### config.mk
export PLATFORM = sky130hd
export DESIGN_NAME = seq_match_logger
export DESIGN_NICKNAME = d
export VERILOG_FILES = /design/src/rtl/seq_match_logger.sv
export SDC_FILE = /design/constraint.sdc
export NUM_CORES = 1
export LEC_CHECK = 0
export BUFFER_PORTS_ARGS = -buffer_cell sky130_fd_sc_hd__buf_2
export CORE_MARGIN = 4
export CORE_UTILIZATION = 56
export CTS_BUF_LIST = sky130_fd_sc_hd__clkbuf_16
export CTS_CLUSTER_DIAMETER = 200
export DETAILED_ROUTE_END_ITERATION = 7
export HOLD_SLACK_MARGIN = 0.1
export PLACE_DENSITY = 0.84
export SLEW_MARGIN = 20
export SYNTH_ARGS = -nofsm -noshare
export SYNTH_HDL_FRONTEND = slang
export SYNTH_SLANG_ARGS = --single-unit
### constraint.sdc
create_clock -name clk -period 3.4 [get_ports clk]
set_input_delay 0.68 -clock clk [delete_from_list [all_inputs] [get_ports clk]]
set_output_delay 0.68 -clock clk [all_outputs]
set_load 0.005 [all_outputs]
### src/rtl/seq_match_logger.sv
// rtl/seq_match_logger.sv - match counter and timestamp event log for the "101" detector
//
// Samples the detector's match output every clock, keeps a saturating count of
// match events and logs a free-running cycle timestamp per event into a
// first-word-fall-through FIFO drained through rd_en.
//
// Optional build macro: SEQ_LOG_EDGE_EN
//   defined   - only a 0->1 transition of match_in is an event
//   undefined - every cycle with match_in=1 is an event
//
// Ports:
//   clk         rising-edge clock shared with the detector
//   rst_n       asynchronous active-low reset
//   clr         synchronous clear of all state, highest priority
//   match_in    detector output
//   rd_en       pop request, ignored while ts_valid=0
//   ts_out      timestamp at the FIFO head, 0 while empty
//   ts_valid    FIFO not empty
//   fifo_full   FIFO holds DEPTH entries
//   overflow    sticky, set when a push is dropped
//   match_count saturating count of accepted events

module seq_match_logger #(
  parameter int TS_W  = 16,
  parameter int CNT_W = 8,
  parameter int DEPTH = 4
) (
  input  logic             clk,
  input  logic             rst_n,
  input  logic             clr,
  input  logic             match_in,
  input  logic             rd_en,
  output logic [TS_W-1:0]  ts_out,
  output logic             ts_valid,
  output logic             fifo_full,
  output logic             overflow,
  output logic [CNT_W-1:0] match_count
);

  localparam int AW = $clog2(DEPTH);
  localparam logic [TS_W-1:0]  TS_ONE  = 1;
  localparam logic [CNT_W-1:0] CNT_ONE = 1;
  localparam logic [AW:0]      PTR_ONE = 1;

  logic [TS_W-1:0] ts_cnt;
  logic [AW:0]     wr_ptr;
  logic [AW:0]     rd_ptr;
  logic [TS_W-1:0] mem [DEPTH];

  logic ev;
  logic empty;
  logic full;
  logic pop;
  logic push_ok;
  logic drop;

`ifdef SEQ_LOG_EDGE_EN
  logic match_prev;

  always_ff @(posedge clk or negedge rst_n) begin
    if (!rst_n) begin
      match_prev <= 1'b0;
    end else if (clr) begin
      match_prev <= 1'b0;
    end else begin
      match_prev <= match_in;
    end
  end

  assign ev = match_in & ~match_prev;
`else
  assign ev = match_in;
`endif

  // Pointers carry one extra wrap bit: equal => empty, only wrap bit differs => full.
  assign empty = (wr_ptr == rd_ptr);
  assign full  = (wr_ptr[AW] != rd_ptr[AW]) && (wr_ptr[AW-1:0] == rd_ptr[AW-1:0]);

  // A pop in the same cycle frees the slot, so a push into a full FIFO still fits.
  assign pop     = rd_en & ~empty;
  assign push_ok = ev & (~full | pop);
  assign drop    = ev & full & ~pop;

  always_ff @(posedge clk or negedge rst_n) begin
    if (!rst_n) begin
      ts_cnt      <= '0;
      wr_ptr      <= '0;
      rd_ptr      <= '0;
      overflow    <= 1'b0;
      match_count <= '0;
    end else if (clr) begin
      ts_cnt      <= '0;
      wr_ptr      <= '0;
      rd_ptr      <= '0;
      overflow    <= 1'b0;
      match_count <= '0;
    end else begin
      ts_cnt <= ts_cnt + TS_ONE;
      if (pop) begin
        rd_ptr <= rd_ptr + PTR_ONE;
      end
      if (push_ok) begin
        wr_ptr <= wr_ptr + PTR_ONE;
      end
      if (drop) begin
        overflow <= 1'b1;
      end
      if (ev && (match_count != '1)) begin
        match_count <= match_count + CNT_ONE;
      end
    end
  end

  // Storage is not reset; only pointers decide what is valid.
  always_ff @(posedge clk) begin
    if (push_ok && !clr) begin
      mem[wr_ptr[AW-1:0]] <= ts_cnt;
    end
  end

  assign ts_valid  = ~empty;
  assign fifo_full = full;
  assign ts_out    = empty ? '0 : mem[rd_ptr[AW-1:0]];

endmodule
### After elaboration in Yosys (flattened, before gate mapping)

Memories as Yosys holds them, arrays and structs flattened.
Cells that the tools add are included.

| word-level totals | value |
|---|---|
| flip-flop bits (word level) | 31 |
| bits in writable memories | 64 |
| input bits | 5 |
| output and inout bits | 27 |
| logic and storage cells | 42 |
| memories | 1 |

| operators by class | value |
|---|---|
| add/sub/neg operators | 4 |
| equality and inequality tests | 4 |
| muxes and demuxes | 12 |
| bitwise logic cells | 8 |
| reduce and logical (&&, ||, !) cells | 8 |

Memory list:

| memory | words | bits a word | read ports | clocked after memory_dff | wr ports | line | text |
|---|---|---|---|---|---|---|---|
| mem | 4 | 16 | 1 | 0 | 1 | 48 | `logic [TS_W-1:0] mem [DEPTH];` |

Operator list:

| cell | count |
|---|---|
| two-way mux 16 bit | 2 |
| adder 16 x 1 -> 16 bit (second input constant) | 1 |
| two-way mux 8 bit | 2 |
| two-way mux 3 bit | 4 |
| adder 8 x 1 -> 8 bit (second input constant) | 1 |
| != test 8 bit (second input constant) | 1 |
| nonzero test 2 bit | 4 |
| adder 3 x 1 -> 3 bit (second input constant) | 2 |
| AND 1 bit | 4 |
| two-way mux 1 bit | 4 |
| equality test 3 bit | 1 |
| logical AND 1 bit | 3 |
| inverter 1 bit | 3 |
| equality test 2 bit | 1 |
| zero test 1 bit | 1 |
| != test 1 bit | 1 |
| bitwise OR 1 bit | 1 |

### Logic depth before layout (Yosys ltp)

| logic depth | value |
|---|---|
| depth after elaboration | 8 |
| depth in mapped cells | 5 |
| depth with buffers taken out | 5 |

### Worst setup path before layout

No wires, ideal clock.

| timing | value |
|---|---|
| kind | in2reg |
| start | in match_in |
| end | mem mem[0][0], enable pin |
| library setup time | 0.374 ns |
| data arrival time | 1.703 ns |
| data required time | 3.026 ns |
| setup slack | 1.323 ns |
| stages on the path | 3 |
| path buffers | 1 |
| cells stage by stage | clkbuf_1 -> nor3b_1 -> and2_1 |

| between the ends | value |
|---|---|
| word-level cells in the longest chain between the ends | 4 |

RTL lines:

| element | line | text |
|---|---|---|
| from (decl) | 31 | `input logic match_in,` |
| AND 1 bit | 81 | `assign push_ok = ev & (~full \| pop);` |
| logical AND 1 bit | 116 | `if (push_ok && !clr) begin` |
| two-way mux 1 bit | 116 |  |
| two-way mux 1 bit (not written as such) | 117 | `mem[wr_ptr[AW-1:0]] <= ts_cnt;` |
| to (decl) | 48 |  |

No other way between the ends.

### Worst setup path after layout

| timing | value |
|---|---|
| start | reg rd_ptr[0] |
| end | out ts_out[15] |

| between the ends | value |
|---|---|
| word-level cells in the longest chain between the ends | 2 |
| elaborated cells on any way between the ends | 3 |
| those cells by class | eq/ne: 1; mux: 1; memory: 1 |

RTL lines:

| element | line | text |
|---|---|---|
| from (decl) | 47 | `logic [AW:0] rd_ptr;` |
| from (signal assigned) | 100 | `rd_ptr <= rd_ptr + PTR_ONE;` |
| memory (4 x 16 bit) or equality test 3 bit (tied branches) | - |  |
| two-way mux 16 bit (*) | 123 | `assign ts_out = empty ? '0 : mem[rd_ptr[AW-1:0]];` |
| to (decl) | 33 | `output logic [TS_W-1:0] ts_out,` |

Every way passes the cells marked *; elsewhere a longest branch is shown, timed or not.

==> metrics.yaml <==
area_delta_synth_final_pct: 13.4
setup-violations-final: 0
cts_setup_buffers: 0
syn_nets: 279
antenna_found_initial: 0
drive_gt1_share_pct: 23.7
ys_seq_elements: 95
tightest_slew_ns: 0.857
wl_um: 7010
synthFlopType: "edfxtp_1"
htreeDepth: 3
cts_tree: "done"
fillers: 481
tns_ns: 0
path_clk_slew_ns: 0.07
seqPwrFrac_pct: 48.8
clock_skew_ns: 0.00723
numClockSinks: 95
core_mm2: 0.00694
chipHeight_um: 93.2
vias: 2292
pwr-share-comb_pct: 14.8
cts_buffers: 9
grt.total_usage_pct: 17.6
critPathKind: "reg2out"
grt_pass1_vias: 2259
vdd_drop_max_uv: 332
dr.pass1.iters: 4
max-clock-path-buffers: 2
diodes: 0
gp_congestion: 0.775
multi_input_area_mm2: 0.00131
grt_pass1_wl_um: 11600
fp-row-count: 30
synth_cells: 267
pin_count: 32
cts_root_buffer: "clkbuf_16"
fmax_mhz: 374
mostFrequentLayoutCells: "edfxtp_1, buf_2, dfrtp_1, nor2_1, nor2b_1"
worst_r2r_startpoint: "wr_ptr[1]$_DFFE_PN0P_"
final.period_utilization_pct: 78.7
min_period_ns: 2.67
antenna_left: 0
synth_area_leaders: "edfxtp_1, dfrtp_1, mux4_2, nor2b_1, ha_1"
layout_commonest_cell: "edfxtp_1"
seq_area_frac_synth_pct: 66.3
ys_async_sr_fraction_pct: 32.6
swShare_pct: 25.4
start_kind: "flip-flop"
drt-vias-per-instance: 5.67
rr_worst_depth: 4
grt_overflow_total: 0
syn_area_mm2: 0.00407
rrSetupSlack_ns: 0.86
hold_viol_final: 0
dieWidth_um: 93.2
ys_warn_count: 0
slew-limit-headroom_pct: 42.9
status: "complete, no violations"
initial_core_util_pct: 58.6
cp.arrival_ns: 1.99
synth_top_area_cell: "edfxtp_1"
final_core_util_pct: 66.5
clock_power_share_pct: 36.4
numPortBuffers: 31
synth_top_area_share_pct: 47.2
worstPathRequired_ns: 2.72
finalNetCount: 315
p_int_w: 0.00196
p_per_area_mw_per_mm2: 570
drtIter0Drc: 166
p_switching_w: 0.000669
drc: 0
crit_fanout: 18
slew_viol_final: 0
grt_start_max_net_pins: 32
cts_hold_buf: 0
dieArea_mm2: 0.00869
seq_area_mm2: 0.00270
insertion_delay_ns: 0.34
yosysUniqueCellTypes: 38
timing.rr.end: "mem[1][13]$_DFFE_PP_"
worstHoldPathType: "in2async"
post_cts_resized: 0
syn_area_per_cell_um2: 15.2
routedWlPerCell_um: 17.4
max_cap_viol_count: 0
synth_edf_count: 64
leakage_nw: 1.75
rsz0062_at_grt: "false"
cp-end-kind: "primary output"
dp_hpwl_um: 4460
==> worst max-delay path by stage <==
stage | to | cells after the start | from | slack [ns]
final | ts_out[15] | 4 | rd_ptr[0]$_DFFE_PN0P_ | 0.73
after global routing | ts_out[15] | 4 | rd_ptr[0]$_DFFE_PN0P_ | 0.60
after CTS | ts_out[5] | 4 | wr_ptr[1]$_DFFE_PN0P_ | 0.38
after detailed placement | ts_out[5] | 4 | wr_ptr[1]$_DFFE_PN0P_ | 0.75
after global placement | ts_out[14] | 4 | wr_ptr[1]$_DFFE_PN0P_ | 0.88
after floorplan | mem[0][0]$_DFFE_PP_ | 3 | match_in | 1.32
==> registers in the layout, indices dropped and copies added (netlist names) <==
signal / cells
ts_cnt: 16
rd_ptr: 3
wr_ptr: 3
match_count: 8
overflow: 1
mem: 64
==> cell usage after synthesis, types with 6 or more instances <==
library cell	count
edfxtp_1	64
nand3_1	7
nor2b_1	18
xor2_1	9
dfrtp_1	31
xnor2_1	8
a21oi_1	10
nor2_1	22
ha_1	7
nand4_1	6
mux4_2	16
nand2_1	9
==> power groups by stage <==
stage | logic, W | clock network (W) | registers (W)
floorplan | 0.000276 | 0 | 0.00130
global placement | 0.000389 | 0 | 0.00131
detailed placement | 0.000397 | 0 | 0.00131
CTS | 0.000399 | 0.000979 | 0.00128
global route | 0.000434 | 0.00103 | 0.00129
finish | 0.000391 | 0.000957 | 0.00128
==> kinds of logic after synthesis <==
logic type / share of synthesized area [%]
adders and majority gates: 2.15
muxes: 9.59
xor gates and xnor gates: 4.46
and+or+nand+nor: 11.8
AOI/OAI and AO/OA: 4.06
buffers and inverters: 1.60
DFF: 66.3
==> cell type report <==
type / instances / area share, %
clock buffers: 9 / 4.88
clock inverters: 7 / 1.38
inverters: 5 / 0.407
multi-input cells: 158 / 28.4
flip-flops and latches: 95 / 58.4
well taps: 96 / 2.60
repair buffers: 34 / 3.85
==> stage by stage <==
step                      instances  hold WS, ns  instance area, um^2  setup slack [ns]  total power [W]
after floorplan                 267        0.384                 4070              1.32          0.00158
after global placement          388        0.483                 4320             0.883          0.00170
after detailed placement        388        0.492                 4320             0.750          0.00171
after CTS                       404        0.405                 4610             0.382          0.00266
after global routing            404        0.426                 4620             0.602          0.00275
final                           404        0.391                 4620             0.725          0.00263
==> worst max-delay path, cell delays in order (launching register included) <==
cell and delay [ns]:
dfrtp_1 0.40, buf_4 0.35, mux4_2 0.59, nor2b_1 0.15, buf_2 0.15
==> routing by layer <==
layer  vias to the layer above  track usage (%)  wire [um]
met5                         -                0          0
met4                         0             6.23         91
met3                         9             3.94        267
met2                        47             27.6       3450
met1                      1156             24.5       3210
li1                       1080                -          -
(Power assumes the default switching activity.)
